==> src/rtl/paged_memory_unit_if.sv <==
// Request/response bus between the core load/store path and paged_memory_unit.
// Signals:
//   req_valid, req_write, req_select_byte, req_address, req_data  master -> slave
//   req_ready, rsp_valid, rsp_data, rsp_error, busy                slave -> master
interface paged_memory_unit_if #(
   parameter int unsigned DATA_WIDTH = 16,
   parameter int unsigned ADDR_WIDTH = 16
);
   logic                  req_valid;
   logic                  req_ready;
   logic                  req_write;
   logic                  req_select_byte;
   logic [ADDR_WIDTH-1:0] req_address;
   logic [DATA_WIDTH-1:0] req_data;
   logic                  rsp_valid;
   logic [DATA_WIDTH-1:0] rsp_data;
   logic                  rsp_error;
   logic                  busy;

   modport master (
      output req_valid, req_write, req_select_byte, req_address, req_data,
      input  req_ready, rsp_valid, rsp_data, rsp_error, busy
   );

   modport slave (
      input  req_valid, req_write, req_select_byte, req_address, req_data,
      output req_ready, rsp_valid, rsp_data, rsp_error, busy
   );
endinterface

==> src/rtl/paged_memory_unit.sv <==
// Byte-addressable data memory with word and byte access over a valid/ready
// request port. Responses are registered one cycle after accept. After reset the
// array is cleared to INIT_BYTE, one word per cycle, while busy is high.
// Ports:
//   clock  rising-edge clock
//   reset  synchronous, active-high; restarts the clear and drops any response
//   bus    paged_memory_unit_if slave: request, response, busy
module paged_memory_unit #(
   parameter int unsigned DATA_WIDTH  = 16,
   parameter int unsigned ADDR_WIDTH  = 16,
   parameter int unsigned DEPTH_BYTES = 64,
   parameter logic [7:0]  INIT_BYTE   = 8'h00
) (
   input logic               clock,
   input logic               reset,
   paged_memory_unit_if.slave bus
);
   localparam int unsigned BPW   = DATA_WIDTH / 8;
   localparam int unsigned WORDS = DEPTH_BYTES / BPW;
   localparam int unsigned OFS   = $clog2(BPW);
   localparam int unsigned IDXW  = ADDR_WIDTH - OFS;
   localparam int unsigned MW    = (WORDS > 1) ? $clog2(WORDS) : 1;

   typedef enum logic [0:0] {StClear, StReady} state_t;

   state_t                state;
   logic [MW-1:0]         clr_cnt;
   logic [DATA_WIDTH-1:0] mem [WORDS];

   logic [IDXW-1:0] word_idx;
   logic [OFS-1:0]  lane;
   logic [MW-1:0]   mem_idx;
   logic            in_range;
   logic            accept;

   assign word_idx = bus.req_address[ADDR_WIDTH-1:OFS];
   assign lane     = bus.req_address[OFS-1:0];
   assign mem_idx  = word_idx[MW-1:0];
   // Compare on the full index, so high addresses never alias into the array.
   assign in_range = ({1'b0, word_idx} < (IDXW + 1)'(WORDS));
   assign accept   = bus.req_valid && bus.req_ready;

   always_ff @(posedge clock) begin
      if (reset) begin
         state         <= StClear;
         clr_cnt       <= '0;
         bus.req_ready <= 1'b0;
         bus.busy      <= 1'b1;
         bus.rsp_valid <= 1'b0;
         bus.rsp_error <= 1'b0;
         bus.rsp_data  <= '0;
      end else begin
         unique case (state)
            StClear: begin
               mem[clr_cnt]  <= {BPW{INIT_BYTE}};
               clr_cnt       <= clr_cnt + 1'b1;
               bus.rsp_valid <= 1'b0;
               bus.rsp_error <= 1'b0;
               bus.rsp_data  <= '0;
               if (clr_cnt == MW'(WORDS - 1)) begin
                  state         <= StReady;
                  bus.req_ready <= 1'b1;
                  bus.busy      <= 1'b0;
               end
            end
            StReady: begin
               bus.rsp_valid <= accept;
               bus.rsp_error <= accept && !in_range;
               bus.rsp_data  <= '0;
               if (accept && in_range) begin
                  if (bus.req_write) begin
                     if (bus.req_select_byte) begin
                        mem[mem_idx][{lane, 3'b000} +: 8] <= bus.req_data[7:0];
                     end else begin
                        mem[mem_idx] <= bus.req_data;
                     end
                  end else if (bus.req_select_byte) begin
                     bus.rsp_data <= DATA_WIDTH'(mem[mem_idx][{lane, 3'b000} +: 8]);
                  end else begin
                     bus.rsp_data <= mem[mem_idx];
                  end
               end
            end
            default: state <= StClear;
         endcase
      end
   end
endmodule
==> src/flat_wrapper.sv <==
// flat-port wrapper written by rule: the top's interface ports become plain ports
module paged_memory_unit_flat 
#(
   parameter int unsigned DATA_WIDTH  = 16,
   parameter int unsigned ADDR_WIDTH  = 16,
   parameter int unsigned DEPTH_BYTES = 64,
   parameter logic [7:0]  INIT_BYTE   = 8'h00
)
  (clock, reset, bus_req_valid, bus_req_write, bus_req_select_byte, bus_req_address, bus_req_data, bus_req_ready, bus_rsp_valid, bus_rsp_data, bus_rsp_error, bus_busy);
  paged_memory_unit_if #(.DATA_WIDTH(DATA_WIDTH), .ADDR_WIDTH(ADDR_WIDTH)) bus_i ();
  input logic clock;
  input logic reset;
  input wire logic [$bits(bus_i.req_valid)-1:0] bus_req_valid;
  input wire logic [$bits(bus_i.req_write)-1:0] bus_req_write;
  input wire logic [$bits(bus_i.req_select_byte)-1:0] bus_req_select_byte;
  input wire logic [$bits(bus_i.req_address)-1:0] bus_req_address;
  input wire logic [$bits(bus_i.req_data)-1:0] bus_req_data;
  output wire logic [$bits(bus_i.req_ready)-1:0] bus_req_ready;
  output wire logic [$bits(bus_i.rsp_valid)-1:0] bus_rsp_valid;
  output wire logic [$bits(bus_i.rsp_data)-1:0] bus_rsp_data;
  output wire logic [$bits(bus_i.rsp_error)-1:0] bus_rsp_error;
  output wire logic [$bits(bus_i.busy)-1:0] bus_busy;
  assign bus_i.req_valid = bus_req_valid;
  assign bus_i.req_write = bus_req_write;
  assign bus_i.req_select_byte = bus_req_select_byte;
  assign bus_i.req_address = bus_req_address;
  assign bus_i.req_data = bus_req_data;
  assign bus_req_ready = bus_i.req_ready;
  assign bus_rsp_valid = bus_i.rsp_valid;
  assign bus_rsp_data = bus_i.rsp_data;
  assign bus_rsp_error = bus_i.rsp_error;
  assign bus_busy = bus_i.busy;
  paged_memory_unit #(.DATA_WIDTH(DATA_WIDTH), .ADDR_WIDTH(ADDR_WIDTH), .DEPTH_BYTES(DEPTH_BYTES), .INIT_BYTE(INIT_BYTE)) u_core (.clock(clock), .reset(reset), .bus(bus_i));
endmodule
==> config.mk <==
export PLATFORM = sky130hd
export DESIGN_NAME = paged_memory_unit_flat
export DESIGN_NICKNAME = d
export VERILOG_FILES = /design/src/rtl/paged_memory_unit_if.sv /design/src/rtl/paged_memory_unit.sv /design/src/flat_wrapper.sv
export SDC_FILE = /design/constraint.sdc
export NUM_CORES = 1
export LEC_CHECK = 0
export BUFFER_PORTS_ARGS = -buffer_cell sky130_fd_sc_hd__buf_4
export CAP_MARGIN = 5
export CORE_MARGIN = 5
export CORE_UTILIZATION = 56
export CTS_BUF_LIST = sky130_fd_sc_hd__clkbuf_8 sky130_fd_sc_hd__clkbuf_16
export CTS_CLUSTER_DIAMETER = 40
export DETAILED_ROUTE_END_ITERATION = 16
export MAX_ROUTING_LAYER = met4
export PLACE_DENSITY = 0.84
export SYNTH_ARGS = -nofsm -noshare
export SYNTH_HDL_FRONTEND = slang
export SYNTH_SLANG_ARGS = --single-unit
export TNS_END_PERCENT = 10
==> constraint.sdc <==
create_clock -name clock -period 2.4 [get_ports clock]
set_input_delay 0.12 -clock clock [delete_from_list [all_inputs] [get_ports clock]]
set_output_delay 0.12 -clock clock [all_outputs]
set_load 0.05 [all_outputs]
; ---- Word-level counts from Yosys, hierarchy flattened
; Memories as Yosys holds them, arrays and structs flattened.
; Cells that the tools add are included.
[classes]
addsub = 2
order_cmp = 1
eq_ne = 1
shifts = 3
muxes = 42
n_bitwise = 17
reduce_logical = 6
[ops]
columns = op, n
row1 = $mux 16, 6
row2 = $mux 1, 32
row3 = $pmux 16 s2, 1
row4 = $or 1x1->1, 16
row5 = $reduce_or 16->1, 1
row6 = $shift 8x6->16 const A, 1
row7 = $shiftx 16x5->8, 1
row8 = $shiftx 8x6->16, 1
row9 = $lt 15x6->1 const B, 1
row10 = $neg 4->6, 1
row11 = $add 5x1->5 const B, 1
row12 = $eq 5x5->1 const B, 1
row13 = $mux 5, 1
row14 = $pmux 1 s2, 2
row15 = $logic_and 1x1->1, 3
row16 = $reduce_and 2->1, 1
row17 = $logic_not 1->1, 1
row18 = $not 1->1, 1
[totals]
reg_bits = 26
mem_bits_rw = 512
out_inout_bits = 20
elab_cells = 80
memories = 1
[memory_table]
columns = name, depth, word_bits, rd, rd_clocked_by_memory_dff, wr, line
row1 = u_core.mem, 32, 16, 1, 0, 1, paged_memory_unit.sv:28  ; logic [DATA_WIDTH-1:0] mem [WORDS];

; ---- Logic depth before layout (Yosys ltp)
; Gate-level depths: netlist (run 1).
[depth]
depth_word = 9
ltp_mapped = 9

; ---- Worst setup path before layout (run 1)
; Ideal clock, no wire load.
[synth_timing]
path_type = reg2reg
start = reg u_core.bus.req_ready
end = mem u_core.mem[0][10] (data pin)
setup_ns = 0.351
t_arrival_ns = 2.353
setup_slack_ns = -0.304
path_stages_with_launch = 6
path_buffers = 1
synth_period_minus_slack_ns = 2.704
cell_sequence = dfxtp_1 and4b_1 and4_1 clkbuf_1 nand2_1 nor2_1
[synth_via]
elab_chain_len = 9
word_cells_on_any_way = 29
classes_between = mux (10) / bitwise (16) / reduce/logical (3)
[synth_lines]
columns = item, line
row1 = "start, declared", paged_memory_unit_if.sv:27  ; output req_ready, rsp_valid, rsp_data, rsp_error, busy
row2 = "start signal, assigned", paged_memory_unit.sv:47  ; bus.req_ready <= 1'b0;
row3 = "start signal, assigned", paged_memory_unit.sv:62  ; bus.req_ready <= 1'b1;
row4 = $logic_and 1x1->1 *, paged_memory_unit.sv:41  ; assign accept = bus.req_valid && bus.req_ready;
row5 = $logic_and 1x1->1 *, paged_memory_unit.sv:70  ; if (accept && in_range) begin
row6 = $mux 1, paged_memory_unit.sv:70
row7 = $mux 1, paged_memory_unit.sv:53  ; unique case (state)
row8 = $mux 1, paged_memory_unit.sv:44  ; if (reset) begin
row9 = $mux 16 (not written as such) / $mux 1 (equally long branches), "paged_memory_unit.sv:73, paged_memory_unit.sv:75"
row10 = $or 1x1->1 (no line), --
row11 = $reduce_or 16->1 (no line), --
row12 = $mux 16 (no line) *, --
row13 = "end, declared", paged_memory_unit.sv:28
; Mark *: on every way between the ends. The rest lies on a longest branch, timed or not.

; ---- Final worst setup path (run 1)
[layout_timing]
start = reg u_core.state
end = mem u_core.mem[22][4] (enable)
[layout_via]
elab_chain_len = 6
word_cells_on_any_way = 28
classes_between = mux (11) / bitwise (16) / reduce/logical (1)
[layout_lines]
columns = item, line
row1 = "start, declared", paged_memory_unit.sv:26  ; state_t state;
row2 = "start signal, assigned", paged_memory_unit.sv:45  ; state <= StClear;
row3 = "start signal, assigned", paged_memory_unit.sv:61  ; state <= StReady;
row4 = "start signal, assigned", paged_memory_unit.sv:84  ; default: state <= StClear;
row5 = $mux 1, paged_memory_unit.sv:53
row6 = $mux 1, paged_memory_unit.sv:44
row7 = $mux 16 (not written as such) / $mux 1 (equally long branches), "paged_memory_unit.sv:73, paged_memory_unit.sv:75"
row8 = $or 1x1->1 (no line), --
row9 = $reduce_or 16->1 (no line), --
row10 = $mux 5 (no line) / $mux 16 (equally long branches), --
; Several ways; a longest one is shown, not always the timed one.

==> impl_metrics.yaml, run 1 <==
setup_path:
  path_class: "register to register"
  end_kind: "register"
  reg2reg_to: "u_core.mem[22][4]$_DFFE_PP_"
  crit_chain: "buf_4, nor4b_1, a31oi_1, buf_4, nor2_2"
  critPathSlowestCell: "nor4b_1"
  max_stage_delay_ns: 0.75
  cp-start-kind: "register"
  crit_path_max_fanout: 11
  crit_family: "simple AND/OR/NAND/NOR gates"
  ff2ff_path_depth: 5
  cpMostUsedCell: "buf_4"
  cp.required_ns: 2.62
  rr_startpoint: "u_core.state$_SDFF_PP0_"
  crit_arrival_ns: 2.72
  r2r_setup_slack_ns: -0.10
  crit_buf_inv: 2
final_layout:
  ff_latch_area_sq_um: 15900
  stdcell_count: 1827
  drive_gt1_share_pct: 33.7
  nFillCells: 2139
  final_cell_mix: "edfxtp_1, buf_4, mux4_2"
  multi_input_area_sq_um: 5040
  area_growth_pct: 18.8
  final_util_pct: 67.1
  nets: 1311
  final_common_cell: "edfxtp_1"
  diodes: 0
clock_tree:
  cts_sinks: 538
  clk_transition_reported_paths_ns: 0.06
  cts-htree-levels: 2
  clkLatencyLatePin_ns: 0.59
  cts_tree: "done"
  cts-buffers-inserted: 52
  clockRootBuffer: "clkbuf_16"
  cts_buffer_depth: 3
floorplan:
  start_util_pct: 56.5
  dieArea_sq_um: 41800
  die_w_um: 205
  io_pins: 57
  rows: 71
  die_y_um: 205
  fp.coreArea_sq_um: 37500
placement:
  dpl.hpwl_mm: 31.4
  globalplace.congestion: 0.949
  portBuffers: 56
  placed_cells_incl_taps: 1725
sta:
  final_max_slew_viol_count: 0
  setup_viol: 55
  hold_violations: 0
  setup_tns_ns: -2.95
  rsz0062_at_grt: "yes"
  slew_headroom_pct: 42.3
  tightest_slew_ns: 0.858
  whs_ns: 0.0613
  setup_ws_ns: -0.104
  fin_skew_ns: 0.0285
  clock.fmax_mhz: 399
  finalCriticalPeriod_ns: 2.50
  fin_crit_sh_pct: 104
worst_hold_path:
  min_to: "u_core.bus.rsp_error$_SDFF_PP0_"
  hold_path_depth: 4
  min_from: "bus_req_address[7]"
  hp-class: "primary input to register"
power:
  irDropWorstVdd_mv: 0.562
  p_sw_mw: 4.12
  seqPwrFrac_pct: 52.1
  clock_power_share_pct: 43.7
  total_power_mw: 19.6
  p_leak_nw: 9.40
  switching_share_pct: 21.0
  comb_power_share_pct: 4.3
  p_int_mw: 15.5
  p_per_area_nw_per_um2: 778
yosys:
  synth_area_sq_um: 21200
  async_reset_ff_share_pct: 0
  synth.ff_latch_count: 538
  synthCells: 1091
  syn_area_per_cell_sq_um: 19.4
  ys_seq_area_share_pct: 75.0
  ys_warn_count: 0
  ys_types: 47
  ys.flop_type: "edfxtp_1"
  syn_nets: 1130
  synth-edff-count: 512
outcome:
  status: "finished, violations left"
  violations: "setup timing"
global_route:
  antenna_found_initial: 0
  grt.total_usage_pct: 26.5
  grt_pass1_vias: 12300
  grt_pass1_wl_mm: 79.7
  grt_max_degree: 38
  grt_overflow_total: 0
route:
  drtIter0Drc: 1980
  num_vias: 12300
  viasPerCell: 6.73
  final_antenna_net_count: 0
  drc_errors: 0
  routed_wirelength_mm: 54.3
  avgRoutedWirePerCell_um: 29.7
  first_pass_iters: 6
job:
  cap_violations: 0
[flip-flops by register name (all words and copies together) (netlist names)]
register / flops
u_core.clr_cnt: 5
u_core.state: 1
u_core.mem: 512
u_core.bus.req_ready: 1
u_core.bus.rsp_data: 16
u_core.bus.busy: 1
u_core.bus.rsp_valid: 1
u_core.bus.rsp_error: 1
[stage by stage]
stage	area (sq um)	setup slack, ns
2_1_floorplan	21200	-0.304
3_3_place_gp	23200	-0.225
3_5_place_dp	23200	-0.239
4_1_cts	25100	-0.0798
5_1_grt	25200	-0.0690
6_report	25200	-0.104
[metal layers]
metal	share of wire [%]	GRT usage, %
met1	35	34.8
met2	48	41.8
met3	11	5.38
met4	5.0	10.3
met5	0	-
[final cells by class]
class	count	share of cell area, %
clock inverters	45	1.91
multi-input cells	480	20.0
well taps	511	2.54
flip-flops and latches	538	63.1
clock buffers	53	5.27
repair buffers	187	6.92
inverters	13	0.194
[synth_stat cells (13+ instances only)]
cell	number	area (sq um)
a21oi_1	21	105
a22oi_1	13	97.6
buf_2	14	70.1
buf_4	14	105
clkbuf_1	24	90.1
dfxtp_1	26	521
edfxtp_1	512	15400
inv_1	13	48.8
mux2_2	21	236
mux2i_1	36	360
mux4_2	110	2480
nor2_1	98	368
nor2b_1	34	213
o221ai_1	21	184
[worst max-delay path by stage]
stage	depth (start not counted)	endpoint	from	slack, ns
6_report	5	u_core.mem[22][4]$_DFFE_PP_	u_core.state$_SDFF_PP0_	-0.10
2_1_floorplan	5	u_core.mem[0][10]$_DFFE_PP_	u_core.bus.req_ready$_SDFFE_PP0P_	-0.30
3_5_place_dp	10	u_core.mem[29][3]$_DFFE_PP_	bus_req_address[8]	-0.24
3_3_place_gp	6	u_core.bus.rsp_data[0]$_SDFF_PP0_	bus_req_address[2]	-0.22
4_1_cts	6	u_core.mem[16][15]$_DFFE_PP_	u_core.bus.req_ready$_SDFFE_PP0P_	-0.08
5_1_grt	5	u_core.mem[22][4]$_DFFE_PP_	u_core.state$_SDFF_PP0_	-0.07
[cell families after synthesis]
family / synth area share (%)
compound gates: 4.22
xor+xnor: 0.124
fa+ha+maj: 0.118
buf+inv: 1.77
flops: 75.0
mux: 14.5
simple gates: 4.23
[power by group through the flow]
stage / sequential [mW] / combinational, mW / clock [mW]
3_5_place_dp: 10.4 / 0.774 / 0
5_1_grt: 10.2 / 0.864 / 9.01
3_3_place_gp: 10.4 / 0.758 / 0
2_1_floorplan: 10.4 / 0.466 / 0
6_report: 10.2 / 0.837 / 8.56
4_1_cts: 10.2 / 0.807 / 8.58
[worst min-delay path: cells and delay by family]
kind	cells	cell delay (ns)
buffers and inverters	1	0.08
AND/OR/NAND/NOR	3	0.40
[repair_timing]
action | CTS | global route
setup buffers | 0 | 0
setup endpoints to repair | 249 | 460
pin swaps | 0 | 1
resized for setup | 14 | 27
hold endpoints to repair | 10 | 1
hold buffers | 2 | 2
No activity file was read; power rests on OpenSTA's default activity.
==> run 2, diff against run 1 <==
--- a/config.mk
+++ b/config.mk
@@ -5,6 +5,7 @@
 export SDC_FILE = /design/constraint.sdc
 export NUM_CORES = 1
 export LEC_CHECK = 0
+export ABC_AREA = 1
 export BUFFER_PORTS_ARGS = -buffer_cell sky130_fd_sc_hd__buf_4
 export CAP_MARGIN = 5
 export CORE_MARGIN = 5
@@ -13,7 +14,8 @@
 export CTS_CLUSTER_DIAMETER = 40
 export DETAILED_ROUTE_END_ITERATION = 16
 export MAX_ROUTING_LAYER = met4
-export PLACE_DENSITY = 0.84
+export PLACE_DENSITY = 0.83
+export SLEW_MARGIN = 10
 export SYNTH_ARGS = -nofsm -noshare
 export SYNTH_HDL_FRONTEND = slang
 export SYNTH_SLANG_ARGS = --single-unit
==> impl_metrics.yaml, run 2 <==
outcome:
  status: "finished clean"
route:
  first_pass_iters: 7
  final_antenna_net_count: 0
  num_vias: 16600
  routed_wirelength_mm: 59.3
  drtIter0Drc: 2426
  met1_length_mm: 21.2
  highest_layer: "met4"
  route.met3.wl_mm: 7.00
  viasPerCell: 6.03
  avgRoutedWirePerCell_um: 21.5
  drc_errors: 0
  dr_wl_met2_mm: 28.6
setup_path:
  rr_startpoint: "u_core.bus.req_ready$_SDFFE_PP0P_"
  crit_chain: "nand2_2, nor2_8, nand3_4, buf_4, nand2_1, o21ai_2, buf_4, nor2_4, nand3_1, nor2_1, buf_4"
  reg2reg_to: "u_core.mem[7][12]$_DFFE_PP_"
  r2r_setup_slack_ns: 0.12
  crit_buf_inv: 3
  cp-start-kind: "register"
  cp.required_ns: 2.68
  path_class: "register to register"
  ff2ff_path_depth: 11
  cpMostUsedCell: "buf_4"
  crit_arrival_ns: 2.55
  crit_path_max_fanout: 8
  max_stage_delay_ns: 0.33
  critPathSlowestCell: "dfxtp_2"
  crit_family: "simple AND/OR/NAND/NOR gates"
  end_kind: "register"
yosys:
  synth_fa_ha_area_share_pct: 0.112
  ys_seq_area_share_pct: 71.0
  synth.ff_latch_count: 538
  synth_most_common_cell: "nand2_1"
  synthTopCellsByArea: "edfxtp_1, nand2_1, nand3_1"
  synth-edff-count: 512
  ys.flop_type: "edfxtp_1"
  netlist_top_cells_count: "nand2_1, edfxtp_1, nand3_1"
  synth_top_cell_by_area: "edfxtp_1"
  ys_warn_count: 0
  async_reset_ff_share_pct: 0
  syn_nets: 2083
  synthXorXnorAreaFrac_pct: 0
  syn_area_per_cell_sq_um: 11.0
  synth_area_sq_um: 22400
  synth_compound_area_share_pct: 1.67
  synthSimpleGateAreaFrac_pct: 24.0
  muxShareOfSynthArea_pct: 0
  ys_types: 34
  synth.top_cell.area_share_pct: 68.7
  synthCells: 2044
  synth_top_family_by_area: "simple AND/OR/NAND/NOR gates"
clock_tree:
  cts_sinks: 538
  clk_transition_reported_paths_ns: 0.06
  clkLatencyLatePin_ns: 0.58
  cts-htree-levels: 3
  cts-buffers-inserted: 68
  clockRootBuffer: "clkbuf_16"
  post-cts-setup-buffers: 0
  cts_tree: "done"
  cts_buffer_depth: 3
floorplan:
  die_y_um: 210
  start_util_pct: 56.5
  fp.coreArea_sq_um: 39600
  rows: 73
  dieArea_sq_um: 44100
  io_pins: 57
  die_w_um: 210
final_layout:
  reg.largest.list: "u_core.mem (512), u_core.bus.rsp_data (16), u_core.clr_cnt (5)"
  final_common_cell: "nand2_1"
  final_cell_mix: "nand2_1, edfxtp_1, nand3_1"
  largest_register: "u_core.mem"
  diodes: 0
  nets: 2221
  final_util_pct: 68.0
  drive_gt1_share_pct: 17.4
  largest_reg_flops: 512
  area_growth_pct: 20.4
power:
  switching_share_pct: 23.0
  seqPwrFrac_pct: 47.6
  p_per_area_nw_per_um2: 796
  clock_power_share_pct: 46.3
  p_int_mw: 16.5
  irDropWorstVdd_mv: 0.691
  p_leak_nw: 10.0
  p_sw_mw: 4.93
  comb_power_share_pct: 6.1
sta:
  slew_headroom_pct: 43.5
  fin_crit_sh_pct: 94.8
  setup_viol: 0
  rsz0062_at_grt: "yes"
  hold_violations: 0
  fin_skew_ns: 0.0201
  clock.fmax_mhz: 439
  setup_ws_ns: 0.124
  tightest_slew_ns: 0.848
  finalCriticalPeriod_ns: 2.28
  final_max_slew_viol_count: 0
placement:
  dpl.hpwl_mm: 35.3
  globalplace.congestion: 0.914
  place_ws_ns: -0.0183
  portBuffers: 56
worst_hold_path:
  hold_path_depth: 4
  hp-class: "primary input to register"
  min_to: "u_core.bus.rsp_valid$_SDFF_PP0_"
  min_from: "bus_req_valid"
job:
  cap_violations: 0
global_route:
  grt_pass1_vias: 16600
  antenna_found_initial: 2
  grt.total_usage_pct: 27.7
  grt_pass1_wl_mm: 92.0
  grt_overflow_total: 0
  grt_max_degree: 94
-- run 2: changes by cell type after synthesis, moves of 15 or more --
cell	previous run	this run
nor2b_1	34	0
buf_2	14	29
mux2i_1	36	0
mux4_2	110	0
nand2_1	9	693
o21ai_0	12	43
clkbuf_1	24	71
mux2_2	21	0
o221ai_1	21	0
inv_1	13	49
nand3_1	2	355
nor3_1	1	44
nor2_1	98	149
-- run 2: worst max-delay path by stage --
| stage | endpoint | cells past startpoint | slack [ns] | from |
|---|---|---|---|---|
| 2_1_floorplan | u_core.mem[0][12]$_DFFE_PP_ | 9 | -0.18 | u_core.bus.req_ready$_SDFFE_PP0P_ |
| 3_3_place_gp | u_core.mem[30][4]$_DFFE_PP_ | 11 | 0.06 | bus_req_address[6] |
| 3_5_place_dp | u_core.mem[6][5]$_DFFE_PP_ | 13 | -0.02 | bus_req_address[6] |
| 4_1_cts | u_core.mem[7][5]$_DFFE_PP_ | 11 | 0.01 | u_core.bus.req_ready$_SDFFE_PP0P_ |
| 5_1_grt | u_core.mem[7][9]$_DFFE_PP_ | 11 | -0.03 | u_core.bus.req_ready$_SDFFE_PP0P_ |
| 6_report | u_core.mem[7][12]$_DFFE_PP_ | 11 | 0.12 | u_core.bus.req_ready$_SDFFE_PP0P_ |
-- run 2: area by class of cell --
type | instances | area (sq um)
Sequential cell | 538 | 15900
Fill cell | 2610 | 12700
Multi-Input combinational cell | 1331 | 6220
Timing Repair Buffer | 188 | 1750
Clock buffer | 70 | 1740
Tap cell | 525 | 657
Clock inverter | 51 | 483
Inverter | 55 | 216
-- run 2: kinds of logic (layout without fill, tap and decap cells) --
logic type      after synthesis  in the layout
buf+inv                     175            364
simple gates               1262           1262
fa+ha+maj                     2              2
compound gates               67             67
flops                       538            538
-- run 2: metal layers --
metal	track usage, %	up-vias
li1	-	7344
met1	35.8	7855
met2	43.3	1222
met3	5.85	213
met4	11.7	0
met5	-	-
-- run 2: timing repair --
item	4_1_cts	5_1_grt
hold buffers	1	0
endpoints found under the setup margin	0	273
gates resized for setup	0	12
hold endpoints to repair	8	0
-- run 2: power by group through the flow --
stage / combinational (mW) / clock (mW) / sequential, mW
2_1_floorplan: 0.810 / 0 / 10.4
3_3_place_gp: 1.22 / 0 / 10.4
3_5_place_dp: 1.25 / 0 / 10.4
4_1_cts: 1.28 / 10.0 / 10.2
5_1_grt: 1.42 / 10.4 / 10.2
6_report: 1.30 / 9.93 / 10.2
-- run 2: stage by stage --
stage	hold WS [ns]	power [mW]	cells	TNS, ns	cell area [sq um]
final	0.0209	21.5	2758	0	27000
after floorplan	0.376	11.2	2044	-49.01	22800
after detailed placement	0.399	11.7	2636	-0.236	24700
after CTS	0.0673	21.5	2758	0	26900
after global placement	0.384	11.6	2636	0	24700
after global routing	0.0381	22.1	2758	-0.484	27000
-- run 2: worst register-to-register path: cells and delay by family (launching register included) --
family                 cells  cell delay, ns
AND/OR/NAND/NOR            7            0.97
buffers and inverters      3            0.59
flip-flops                 1            0.33
AO/OA/AOI/OAI              1            0.10
